<file path="config.mk">
export PLATFORM = sky130hd
export DESIGN_NAME = fft64_seq
export DESIGN_NICKNAME = d
export VERILOG_FILES = /design/src/rtl/fft64_pkg.sv /design/src/rtl/fft64_agu.sv /design/src/rtl/fft64_seq.sv
export SDC_FILE = /design/constraint.sdc
export NUM_CORES = 1
export LEC_CHECK = 0
export BUFFER_PORTS_ARGS = -buffer_cell sky130_fd_sc_hd__buf_2
export CAP_MARGIN = 25
export CELL_PAD_IN_SITES_DETAIL_PLACEMENT = 2
export CELL_PAD_IN_SITES_GLOBAL_PLACEMENT = 2
export CORE_MARGIN = 2
export CORE_UTILIZATION = 30
export DETAILED_ROUTE_END_ITERATION = 8
export PLACE_DENSITY = 0.73
export RECOVER_POWER = 100
export SLEW_MARGIN = 20
export SYNTH_ARGS = -nofsm -noshare
export SYNTH_HDL_FRONTEND = slang
export SYNTH_SLANG_ARGS = --single-unit
</file>
<file path="constraint.sdc">
create_clock -name clk -period 3.8 [get_ports clk]
set_input_delay 0.19 -clock clk [delete_from_list [all_inputs] [get_ports clk]]
set_output_delay 0.19 -clock clk [all_outputs]
set_load 0.05 [all_outputs]
</file>
<file path="src/rtl/fft64_pkg.sv">
// Shared constants and types for the 64-point radix-4 DIF FFT sequencer.
package fft64_pkg;

  localparam int unsigned N      = 64;
  localparam int unsigned ADDR_W = 6;
  localparam int unsigned NBFLY  = 16;
  localparam int unsigned NSTAGE = 3;
  localparam int unsigned TW_W   = 6;

  typedef enum logic [1:0] {
    StIdle,
    StRun,
    StDrain,
    StDone
  } state_e;

  // One slot of the write-back delay line: strobe plus the four in-place addresses.
  typedef struct packed {
    logic              en;
    logic [ADDR_W-1:0] a0;
    logic [ADDR_W-1:0] a1;
    logic [ADDR_W-1:0] a2;
    logic [ADDR_W-1:0] a3;
  } wb_t;

endpackage

</file>
<file path="src/rtl/fft64_agu.sv">
// Combinational address / twiddle generator for one radix-4 butterfly.
// span = 16 >> 2*stage, pos = bfly mod span, base = grp*4*span + pos.
module fft64_agu
  import fft64_pkg::*;
(
  input  logic [1:0]        stage,
  input  logic [3:0]        bfly,
  output logic [ADDR_W-1:0] addr0,
  output logic [ADDR_W-1:0] addr1,
  output logic [ADDR_W-1:0] addr2,
  output logic [ADDR_W-1:0] addr3,
  output logic [TW_W-1:0]   tw1,
  output logic [TW_W-1:0]   tw2,
  output logic [TW_W-1:0]   tw3
);

  logic [ADDR_W-1:0] span;
  logic [ADDR_W-1:0] base;
  logic [TW_W-1:0]   rot;

  // Span is a power of four, so mod/div reduce to bit slicing of bfly.
  always_comb begin
    span = '0;
    base = '0;
    rot  = '0;
    case (stage)
      2'd0: begin
        span = 6'd16;
        base = {2'b00, bfly};
        rot  = {2'b00, bfly};
      end
      2'd1: begin
        span = 6'd4;
        base = {bfly[3:2], 2'b00, bfly[1:0]};
        rot  = {2'b00, bfly[1:0], 2'b00};
      end
      2'd2: begin
        span = 6'd1;
        base = {bfly, 2'b00};
        rot  = '0;
      end
      default: begin
        span = '0;
        base = '0;
        rot  = '0;
      end
    endcase
  end

  // Addresses step by span; twiddles are k*rot, all wrapping modulo 64.
  always_comb begin
    addr0 = base;
    addr1 = base + span;
    addr2 = base + (span << 1);
    addr3 = base + span + (span << 1);
    tw1   = rot;
    tw2   = rot << 1;
    tw3   = rot + (rot << 1);
  end

endmodule

</file>
<file path="src/rtl/fft64_seq.sv">
// Control sequencer for the 64-point radix-4 DIF FFT: 3 stages x 16 butterflies,
// read issue with registered addresses/twiddles, and a LAT-deep write-back delay line.
module fft64_seq
  import fft64_pkg::*;
#(
  parameter int RD_LAT = 1,
  parameter int BF_LAT = 1
) (
  input  logic              clk,
  input  logic              rst,
  input  logic              start,
  input  logic              hold,
  output logic              busy,
  output logic              done,
  output logic [1:0]        stage,
  output logic              rd_en,
  output logic [ADDR_W-1:0] rd_addr0,
  output logic [ADDR_W-1:0] rd_addr1,
  output logic [ADDR_W-1:0] rd_addr2,
  output logic [ADDR_W-1:0] rd_addr3,
  output logic [TW_W-1:0]   tw_idx1,
  output logic [TW_W-1:0]   tw_idx2,
  output logic [TW_W-1:0]   tw_idx3,
  output logic              wr_en,
  output logic [ADDR_W-1:0] wr_addr0,
  output logic [ADDR_W-1:0] wr_addr1,
  output logic [ADDR_W-1:0] wr_addr2,
  output logic [ADDR_W-1:0] wr_addr3
);

  localparam int LAT = RD_LAT + BF_LAT;

  state_e            state;
  logic [3:0]        bfly;
  logic [1:0]        stg;
  logic [7:0]        dcnt;
  logic              rd_q;
  logic              done_q;
  logic              busy_q;
  logic [1:0]        stage_q;
  logic [ADDR_W-1:0] ra0_q, ra1_q, ra2_q, ra3_q;
  logic [TW_W-1:0]   tw1_q, tw2_q, tw3_q;
  wb_t               dly [LAT];

  logic [ADDR_W-1:0] a0, a1, a2, a3;
  logic [TW_W-1:0]   t1, t2, t3;

  fft64_agu u_agu (
    .stage (stg),
    .bfly  (bfly),
    .addr0 (a0),
    .addr1 (a1),
    .addr2 (a2),
    .addr3 (a3),
    .tw1   (t1),
    .tw2   (t2),
    .tw3   (t3)
  );

  // FSM, counters, registered issue outputs and write-back delay line; hold freezes all.
  always_ff @(posedge clk or posedge rst) begin
    if (rst) begin
      state   <= StIdle;
      bfly    <= '0;
      stg     <= '0;
      dcnt    <= '0;
      rd_q    <= 1'b0;
      done_q  <= 1'b0;
      busy_q  <= 1'b0;
      stage_q <= '0;
      ra0_q   <= '0;
      ra1_q   <= '0;
      ra2_q   <= '0;
      ra3_q   <= '0;
      tw1_q   <= '0;
      tw2_q   <= '0;
      tw3_q   <= '0;
      for (int i = 0; i < LAT; i++) dly[i] <= '0;
    end else if (!hold) begin
      rd_q <= 1'b0;
      case (state)
        StIdle: begin
          busy_q <= 1'b0;
          done_q <= 1'b0;
          if (start) begin
            state <= StRun;
            bfly  <= '0;
            stg   <= '0;
          end
        end
        StRun: begin
          busy_q  <= 1'b1;
          rd_q    <= 1'b1;
          stage_q <= stg;
          ra0_q   <= a0;
          ra1_q   <= a1;
          ra2_q   <= a2;
          ra3_q   <= a3;
          tw1_q   <= t1;
          tw2_q   <= t2;
          tw3_q   <= t3;
          bfly    <= bfly + 4'd1;
          if (bfly == 4'(NBFLY - 1)) begin
            state <= StDrain;
            dcnt  <= '0;
          end
        end
        StDrain: begin
          // Wait until the last write of this stage has left the delay line.
          if (dcnt == 8'(LAT - 1)) begin
            dcnt <= '0;
            if (stg == 2'(NSTAGE - 1)) begin
              state <= StDone;
            end else begin
              stg   <= stg + 2'd1;
              state <= StRun;
            end
          end else begin
            dcnt <= dcnt + 8'd1;
          end
        end
        StDone: begin
          // First pass raises done; second pass drops it and releases busy.
          if (!done_q) begin
            done_q <= 1'b1;
          end else begin
            done_q <= 1'b0;
            busy_q <= 1'b0;
            state  <= StIdle;
          end
        end
        default: state <= StIdle;
      endcase
      dly[0] <= '{en: rd_q, a0: ra0_q, a1: ra1_q, a2: ra2_q, a3: ra3_q};
      for (int i = 1; i < LAT; i++) dly[i] <= dly[i-1];
    end
  end

  // Strobes and done are masked during a held cycle so nothing is issued twice.
  always_comb begin
    busy     = busy_q;
    done     = done_q & ~hold;
    stage    = stage_q;
    rd_en    = rd_q & ~hold;
    rd_addr0 = ra0_q;
    rd_addr1 = ra1_q;
    rd_addr2 = ra2_q;
    rd_addr3 = ra3_q;
    tw_idx1  = tw1_q;
    tw_idx2  = tw2_q;
    tw_idx3  = tw3_q;
    wr_en    = dly[LAT-1].en & ~hold;
    wr_addr0 = dly[LAT-1].a0;
    wr_addr1 = dly[LAT-1].a1;
    wr_addr2 = dly[LAT-1].a2;
    wr_addr3 = dly[LAT-1].a3;
  end

endmodule

</file>
==> results.json, run 1 <==
{
  "yosysUniqueCellTypes": 46,
  "cp_max_fo": 8,
  "finalSetupViolCount": 0,
  "firstDrtPassIters": 4,
  "gr-usage-all-layers_pct": 14.8,
  "die_h_um": 129,
  "io_buffers": 71,
  "relSlewSlack_pct": -58.9,
  "grt_pass1_wl_um": 19000,
  "hold_viol": 0,
  "synth_area_um2": 4690,
  "hpwlAfterDp_um": 8160,
  "htree_levels": 3,
  "nets": 505,
  "start_util_pct": 30.8,
  "antennaDiodeCount": 0,
  "drive_above_1_share_pct": 16.7,
  "startpoint": "stg[0]",
  "fin_area_um2": 5230,
  "finalSetupTns_ps": 0,
  "clk_pin_slew_ps": 60,
  "finClkSkew_ps": 8.11,
  "grt_pass1_vias": 3592,
  "drt-initial-drc-count": 153,
  "layout_setup_ws_ps": 193,
  "fin_crit_ps": 3610,
  "worstSetupStartpointType": "flip-flop",
  "antenna_found_initial": 0,
  "place_congestion": 0.818,
  "seq_area_frac_synth_pct": 49.0,
  "fill_cells": 1662,
  "clk_path_buf_depth": 2,
  "r2r_end": "rd_addr3[5]",
  "routed_wl_um": 11300,
  "synth.top_cell.area_share_pct": 49.0,
  "die_x_um": 129,
  "core-area_um2": 15300,
  "syn_to_final_growth_pct": 11.5,
  "synthCells": 440,
  "yosysMostFrequentCell": "dfrtp_1",
  "avgSynthCellArea_um2": 10.7,
  "tritoncts": "done",
  "drc": 0,
  "fmax_mhz": 277,
  "violations": "capacitance limit, slew limit",
  "worstSetupPathType": "reg -> reg",
  "timing.reg2reg.setup_slack_ps": 190,
  "postCtsSetupRepairBufs": 0,
  "endpoint": "rd_addr3[5]",
  "place_area_um2": 5000,
  "async_reset_ff_share_pct": 100,
  "ys_seq_elements": 92,
  "worst_slew_pin_slew_ps": 2380,
  "max_cap_viol_count": 2,
  "ys.warnings.count": 0,
  "hp-class": "in -> reg",
  "ys_top_cells_by_area": "dfrtp_1 (49%), mux2_2 (11%), ha_1 (6.7%)",
  "drtAntennaViolNets": 0,
  "cts_buffers": 9,
  "io_pins": 76,
  "via_per_inst": 4.70,
  "required_ps": 4070,
  "overflow": 0,
  "r2r_cells": 13,
  "core.rowCount": 45,
  "synth_ff_type": "dfrtp_1",
  "status": "complete, but fails checks",
  "clkLatencyLatePin_ps": 350,
  "cp_data_arrival_time_ps": 3880,
  "wl_per_cell_um": 16.3,
  "yosys.area.top_type": "dfrtp_1",
  "cts_root_buffer": "clkbuf_16",
  "num_vias": 3247,
  "pre_cts_ws_ps": 26.9,
  "synth_common_cells": "dfrtp_1 (92), nand2_1 (60), mux2_2 (44)",
  "synth_edf_count": 0,
  "period_share_pct": 94.9,
  "hold_ws_ps": 379,
  "endpoint_kind": "flip-flop",
  "grt_max_degree": 75,
  "die_area_um2": 16700,
  "r2r-start": "stg[0]",
  "slew_viol_final": 57,
  "cts.sinks": 92
}
[critical path: stages, from the launching register on]
cell and delay (ps):
dfrtp_2 460, inv_1 200, ha_2 300, a22oi_1 90, nor2_1 190, ha_1 340, a41oi_2 230, xnor2_1 190
ha_1 320, a21oi_2 230, nor2_1 70, o211a_1 220, or4_1 520, a31oi_1 180
[layout make-up]
cell class / count / area [µm²] / area share [%]
multi-input cells: 279 / 1980 / 37.8
flip-flops and latches: 92 / 2300 / 44.0
inverters: 15 / 57.6 / 1.10
well taps: 211 / 264 / 5.04
clock buffers: 9 / 225 / 4.30
repair buffers: 78 / 312 / 5.95
clock inverters: 7 / 91.3 / 1.75
[placed cells by master (no fill, tap or decap), types with 5 or more instances in the layout]
cell and n:
xnor2_1 8, nand2_1 60, a31oi_1 7, clkbuf_1 71
nor2b_1 6, a21oi_1 7, dfrtp_1 91, o21ai_0 42
o31ai_1 6, nor2_1 16, mux2_2 44, inv_1 13
ha_1 23, clkbuf_16 9, nand2b_1 5, nand3_1 7
[flip-flops by register name (all words and copies together) (netlist names)]
name      count
state         2
wr_addr3      4
rd_addr3      4
rd_addr0      6
rd_q          1
dcnt          8
wr_addr1      5
rd_addr2      5
stg           2
dly          22
busy          1
wr_addr2      5
tw_idx3       6
bfly          4
done_q        1
rd_addr1      5
wr_addr0      6
tw_idx2       3
stage         2
[routing by layer]
layer	global-route usage (%)	share of wire [%]	vias to the layer above
met3	2.44	2.7	13
met2	25.2	51	51
met4	6.52	2.0	0
met5	0	0	-
li1	-	-	1533
met1	18.5	44	1650
[through the flow]
stage | instances | utilization [%]
after floorplan | 443 | -
after global placement | 673 | 32.8
after detailed placement | 673 | 32.8
after CTS | 689 | 34.9
after global routing | 691 | 34.3
final | 691 | 34.3
[logic make-up (layout without fill, tap and decap cells)]
kind of cell	Yosys count	count (layout)	synth area share, %
compound gates	81	81	10.9
xor+xnor	10	10	1.87
fa+ha+maj	26	26	7.09
buf+inv	72	109	8.88
flops	92	92	49.0
mux	46	46	11.0
other cells	1	4	0.0799
simple gates	112	112	11.2
[how the worst min path moves through the flow]
stage	cells past startpoint	end	slack, ps	from
CTS	2	dcnt[6]	90	rst
detailed placement	1	dly[49]	470	dly[49]
floorplan	2	rd_q	440	rd_q
finish	3	done_q	380	hold
global route	3	done_q	440	hold
global placement	2	wr_addr0[4]	450	rst
[repair_timing]
action / 4_1_cts / 5_1_grt
endpoints found under the hold margin: 0 / 17
pin swaps: 0 / 0
gates resized for setup: 1 / 5
setup endpoints to repair: 1 / 1
hold buffers: 0 / 1
Power of run 1 is left out: the tool's default activity adds up to more than one toggle a clock period on the data nets, which glitch-free logic cannot reach.
==> inputs of run 2 (changes only) <==
--- a/config.mk
+++ b/config.mk
@@ -12,7 +12,7 @@
 export CORE_MARGIN = 2
 export CORE_UTILIZATION = 30
 export DETAILED_ROUTE_END_ITERATION = 8
-export PLACE_DENSITY = 0.73
+export PLACE_DENSITY = 0.75
 export RECOVER_POWER = 100
 export SLEW_MARGIN = 20
 export SYNTH_ARGS = -nofsm -noshare
==> constraint.sdc (replaced) <==
create_clock -name clk -period 3.3 [get_ports clk]
set_input_delay 0.165 -clock clk [delete_from_list [all_inputs] [get_ports clk]]
set_output_delay 0.165 -clock clk [all_outputs]
set_load 0.05 [all_outputs]
==> run 2 against run 1 <==
- the flow still finishes with violations (capacitance limit, slew limit)
- global-route usage is 0.32 points lower
- final cell count is 2.0% higher
- fmax increased by 15%
- wire length increased by 0.30%
- critical path depth did not move
- via count is 2.2% higher
- first-iteration DRC count shrank 31%
==> results.json, run 2 (same netlist as run 1, synthesis figures left out) <==
{
  "status": "complete, but fails checks",
  "violations": "capacitance limit, slew limit",
  "top_regs": "dly (22), dcnt (8)",
  "cp_data_arrival_time_ps": 3410,
  "tritoncts": "done",
  "antenna_found_initial": 0,
  "seq_area_um2": 2300,
  "pre_cts_ws_ps": -72.8,
  "period_share_pct": 95.0,
  "drive_above_1_share_pct": 19.2,
  "core-area_um2": 15300,
  "grt_pass1_vias": 3594,
  "place_congestion": 0.817,
  "clkLatencyLatePin_ps": 350,
  "via_per_inst": 4.70,
  "grt_max_degree": 74,
  "hold_ws_ps": 362,
  "routed_wl_um": 11300,
  "cts_root_buffer": "clkbuf_16",
  "relSlewSlack_pct": -53.7,
  "core.rowCount": 45,
  "clk_pin_slew_ps": 60,
  "start_util_pct": 30.8,
  "max_cap_viol_count": 2,
  "hp-class": "in -> reg",
  "firstDrtPassIters": 4,
  "htree_levels": 3,
  "worstSetupStartpointType": "flip-flop",
  "drc": 0,
  "io_buffers": 71,
  "worst_slew_pin_slew_ps": 2310,
  "finClkSkew_ps": 4.97,
  "syn_to_final_growth_pct": 14.3,
  "antennaDiodeCount": 0,
  "cts_buffers": 9,
  "die_x_um": 129,
  "required_ps": 3570,
  "final_common_cell": "dfrtp_1",
  "layout_common_cells": "dfrtp_1 (92), clkbuf_1 (72), nand2_1 (60), mux2_2 (44), o21ai_0 (42)",
  "hold_viol": 0,
  "largest_reg_flops": 22,
  "gr-usage-all-layers_pct": 14.5,
  "fill_cells": 1666,
  "overflow": 0,
  "hpwlAfterDp_um": 8190,
  "fin_crit_ps": 3140,
  "fmax_mhz": 319,
  "num_vias": 3317,
  "io_pins": 76,
  "wl_per_cell_um": 16.1,
  "cts.sinks": 92,
  "grt_pass1_wl_um": 18700,
  "worstSetupPathType": "reg -> reg",
  "layout_setup_ws_ps": 164,
  "cp_max_fo": 6,
  "die_area_um2": 16700,
  "endpoint_kind": "flip-flop",
  "clk_path_buf_depth": 2,
  "multi_input_area_um2": 2030,
  "largest_register": "dly",
  "nets": 519,
  "die_h_um": 129,
  "drt-initial-drc-count": 105,
  "finalSetupViolCount": 0,
  "slew_viol_final": 93,
  "drtAntennaViolNets": 0
}
run 2: changes by cell type in the layout (fill, tap and decap cells not counted), moves of 2 or more:
cell / previous run / this run
bufinv_16: 2 / 0
clkbuf_8: 0 / 5
clkinv_2: 3 / 0
buf_4: 2 / 15
run 2: path summary, 6_finish.rpt:
kind | from | end | slack (ps) | depth (start not counted)
max in group asynchronous | rst | wr_addr2[3] | 740 | 5
hold reg to reg | tw_idx3[5] | tw_idx3[5] | 490 | 2
hold / removal | hold | dly[47] | 360 | 2
min in group asynchronous | rst | dly[46] | 640 | 3
setup / recovery | stg[0] | rd_addr3[5] | 160 | 13
setup reg to reg | stg[0] | rd_addr3[5] | 160 | 13
run 2: metrics by stage:
stage	util, %	std cells	cell area [µm²]	TNS (ps)
2_1_floorplan	-	443	4720	0
3_5_place_dp	33.4	683	5090	-72.8
6_report	35.2	705	5370	0
5_1_grt	35.2	705	5370	-10.3
4_1_cts	35.5	701	5410	0
3_3_place_gp	33.4	683	5090	0
run 2: layout make-up:
cell class                      count  area share (%)
Sequential cell                    92            42.9
Multi-Input combinational cell    279            37.8
Timing Repair Buffer               92            7.74
Clock buffer                       16            5.62
Tap cell                          211            4.92
Inverter                           15            1.07
run 2: per-layer routing:
metal	wire [µm]	up-vias	global-route usage, %
met5	0	-	0
met4	200	0	5.82
met3	367	11	3.14
met2	5960	50	25.1
met1	4790	1694	17.5
li1	-	1562	-
run 2: critical path: stages, from the launching register on:
cell and delay [ps]:
dfrtp_1 370, inv_2 80, ha_1 210, a22oi_1 190, nor2_1 90, ha_1 340, a41oi_2 230, xnor2_2 170
ha_4 240, a21oi_4 170, nor2_1 70, o211a_1 220, or4_1 510, a31oi_1 170
run 2: timing repair:
action / in CTS / in global routing
buffers inserted: 2 / 2
setup endpoints to repair: 1 / 1
resized for setup: 1 / 6
pin swaps: 3 / 4
hold endpoints to repair: 0 / 27
cloned: 0 / 0
hold buffers: 0 / 1
Power of run 2 is left out for the same reason.
==> inputs of run 3 (changes only) <==
--- a/config.mk
+++ b/config.mk
@@ -12,9 +12,10 @@
 export CORE_MARGIN = 2
 export CORE_UTILIZATION = 30
 export DETAILED_ROUTE_END_ITERATION = 8
-export PLACE_DENSITY = 0.75
+export PLACE_DENSITY = 0.71
 export RECOVER_POWER = 100
 export SLEW_MARGIN = 20
 export SYNTH_ARGS = -nofsm -noshare
 export SYNTH_HDL_FRONTEND = slang
+export SYNTH_HIERARCHICAL = 1
 export SYNTH_SLANG_ARGS = --single-unit
==> constraint.sdc (replaced) <==
create_clock -name clk -period 2.8 [get_ports clk]
set_input_delay 0.14 -clock clk [delete_from_list [all_inputs] [get_ports clk]]
set_output_delay 0.14 -clock clk [all_outputs]
set_load 0.05 [all_outputs]
==> run 3 against run 2 <==
- the run now ends clean
- cell area is 21% higher
- global-route usage is 0.15 points lower
- final cell count is 4.4% higher
- flip-flop and latch count is 21 higher
- first-iteration DRC count is 12% higher
- wire length is 14% higher
- synthesized area is 16% higher
- via count is 2.8% higher
- largest cell class unchanged
- utilization is 1.1 points higher
- critical endpoint unchanged
- fmax is 21% higher
- non-clock buffer count is 5 lower
- synthesized cell count is 1.4% lower
==> results.json, run 3 <==
{
  "synthCells": 434,
  "postCtsSetupRepairBufs": 0,
  "async_reset_ff_share_pct": 100,
  "drtAntennaViolNets": 0,
  "die_h_um": 139,
  "synth_ff_type": "dfrtp_1",
  "finClkSkew_ps": 6.86,
  "synth_edf_count": 0,
  "max_cap_viol_count": 0,
  "ys_top_cells_by_area": "dfrtp_1 (52%), mux2_2 (20%), ha_1 (5.1%)",
  "top_regs": "dly (26), dcnt (8)",
  "antenna_found_initial": 0,
  "gr-usage-all-layers_pct": 14.3,
  "seq_area_frac_synth_pct": 52.0,
  "startpoint": "stg[0]",
  "cts.sinks": 113,
  "antennaDiodeCount": 0,
  "largest_register": "dly",
  "period_share_pct": 92.9,
  "r2r_end": "rd_addr3[5]",
  "io_pins": 76,
  "clk_pin_slew_ps": 60,
  "start_util_pct": 30.5,
  "hp-class": "in -> reg",
  "fin_util_pct": 36.3,
  "required_ps": 3090,
  "yosys.area.top_type": "dfrtp_1",
  "cp_data_arrival_time_ps": 2890,
  "slowest_delay_ps": 490,
  "grt_max_degree": 58,
  "relSlewSlack_pct": 22.9,
  "cts_root_buffer": "clkbuf_16",
  "die_area_um2": 19200,
  "worstSetupStartpointType": "flip-flop",
  "finalSetupTns_ps": 0,
  "worst_slew_pin_slew_ps": 1150,
  "place_congestion": 0.813,
  "overflow": 0,
  "die_x_um": 139,
  "timing.reg2reg.setup_slack_ps": 200,
  "synth_common_cells": "dfrtp_1 (113), mux2_2 (95), buf_4 (35)",
  "yosysMostFrequentCell": "dfrtp_1",
  "cts_buffers": 17,
  "layout_common_cells": "dfrtp_1 (112), mux2_2 (90), clkbuf_1 (74), ha_1 (22)",
  "rsz0062_at_grt": "no",
  "syn_to_final_growth_pct": 19.2,
  "avgSynthCellArea_um2": 12.5,
  "cp_num_cells": 9,
  "tritoncts": "done",
  "via_per_inst": 4.63,
  "r2r-start": "stg[0]",
  "hold_viol": 0,
  "cp.buffers_inverters": 0,
  "grt_pass1_wl_um": 21700,
  "ys_seq_elements": 113,
  "fmax_mhz": 384,
  "cp_max_fo": 11,
  "cpLargestDelayFamily": "simple AND/OR/NAND/NOR gates",
  "status": "complete, no violations",
  "worstSetupPathType": "reg -> reg",
  "drt-initial-drc-count": 118,
  "slew_viol_final": 0,
  "yosysUniqueCellTypes": 41,
  "r2r_cells": 9,
  "wl_per_cell_um": 17.5,
  "endpoint": "rd_addr3[5]",
  "fin_crit_ps": 2600,
  "dpl.cell_count": 703,
  "core.rowCount": 49,
  "drive_above_1_share_pct": 27.6,
  "largest_reg_flops": 26,
  "clk_path_buf_depth": 2,
  "grt_pass1_vias": 3948,
  "synth_area_um2": 5430,
  "drc": 0,
  "core-area_um2": 17800,
  "clkLatencyLatePin_ps": 410,
  "io_buffers": 75,
  "firstDrtPassIters": 3,
  "htree_levels": 4,
  "ys.warnings.count": 6,
  "cp_slowest_cell": "dfrtp_1",
  "hpwlAfterDp_um": 9080,
  "synth.top_cell.area_share_pct": 52.0,
  "num_vias": 3410,
  "finalSetupViolCount": 0,
  "fin_cells": 736,
  "final_common_cell": "dfrtp_1",
  "worstPathCellList": "and2b_1 -> nand2b_1 -> and2_1 -> ha_1 -> o211ai_1 -> mux2i_1 -> o221ai_1 -> xor2_1 -> mux2_2",
  "nets": 521,
  "endpoint_kind": "flip-flop",
  "routed_wl_um": 12900
}
run 3: cell families after synthesis:
| family | after synthesis | synth area share, % |
|---|---|---|
| other | 1 | 0.0690 |
| adder cells (fa/ha/maj) | 24 | 5.62 |
| AO/OA/AOI/OAI | 40 | 4.84 |
| XOR/XNOR | 16 | 2.58 |
| flip-flops | 113 | 52.0 |
| AND/OR/NAND/NOR | 71 | 7.02 |
| buffers and inverters | 69 | 7.23 |
| multiplexers | 100 | 20.6 |
run 3: area by class of cell:
cell class,count,area [µm²]
inverter,18,68.8
tap,229,287
fill,1878,11400
clock buffer,17,425
multi-input combinational,257,2230
sequential,113,2830
clock inverter,15,255
timing repair buffer,87,378
run 3: worst min path at each step:
stage | from | to | slack [ps] | depth (start not counted)
after floorplan | rd_q | rd_q | 440 | 1
after global placement | rst | dly[29] | 230 | 2
after global routing | hold | wr_addr2[1] | 350 | 2
after CTS | start | bfly[1] | 290 | 4
final | start | bfly[1] | 300 | 4
after detailed placement | rst | wr_addr3[4] | 240 | 2
run 3: what timing repair did:
item                                    4_1_cts  5_1_grt
gates resized for setup                       0        1
hold endpoints to repair                     23        0
hold buffers                                  1        0
endpoints found under the setup margin        0        1
run 3: worst reg2reg max path, delay by kind of cell, from the launching register on:
| kind | cells | cell delay (ps) |
|---|---|---|
| AOI/OAI and AO/OA | 2 | 300 |
| and+or+nand+nor | 3 | 660 |
| xor gates and xnor gates | 1 | 180 |
| muxes | 2 | 470 |
| DFF | 1 | 490 |
| adders and majority gates | 1 | 380 |
run 3: per-layer routing:
| layer | wire, µm | GRT usage [%] |
|---|---|---|
| met5 | 0 | 0 |
| met4 | 166 | 4.78 |
| met1 | 5420 | 16.8 |
| met2 | 6950 | 25.8 |
| met3 | 342 | 3.42 |
run 3: through the flow:
stage / instance area, µm² / hold WS [ps] / setup WS, ps
6_report: 6480 / 295 / 198
5_1_grt: 6480 / 348 / 39.0
4_1_cts: 6600 / 293 / 171
3_5_place_dp: 5910 / 236 / 207
2_1_floorplan: 5460 / 442 / 349
3_3_place_gp: 5910 / 235 / 411
Power of run 3 is left out for the same reason.
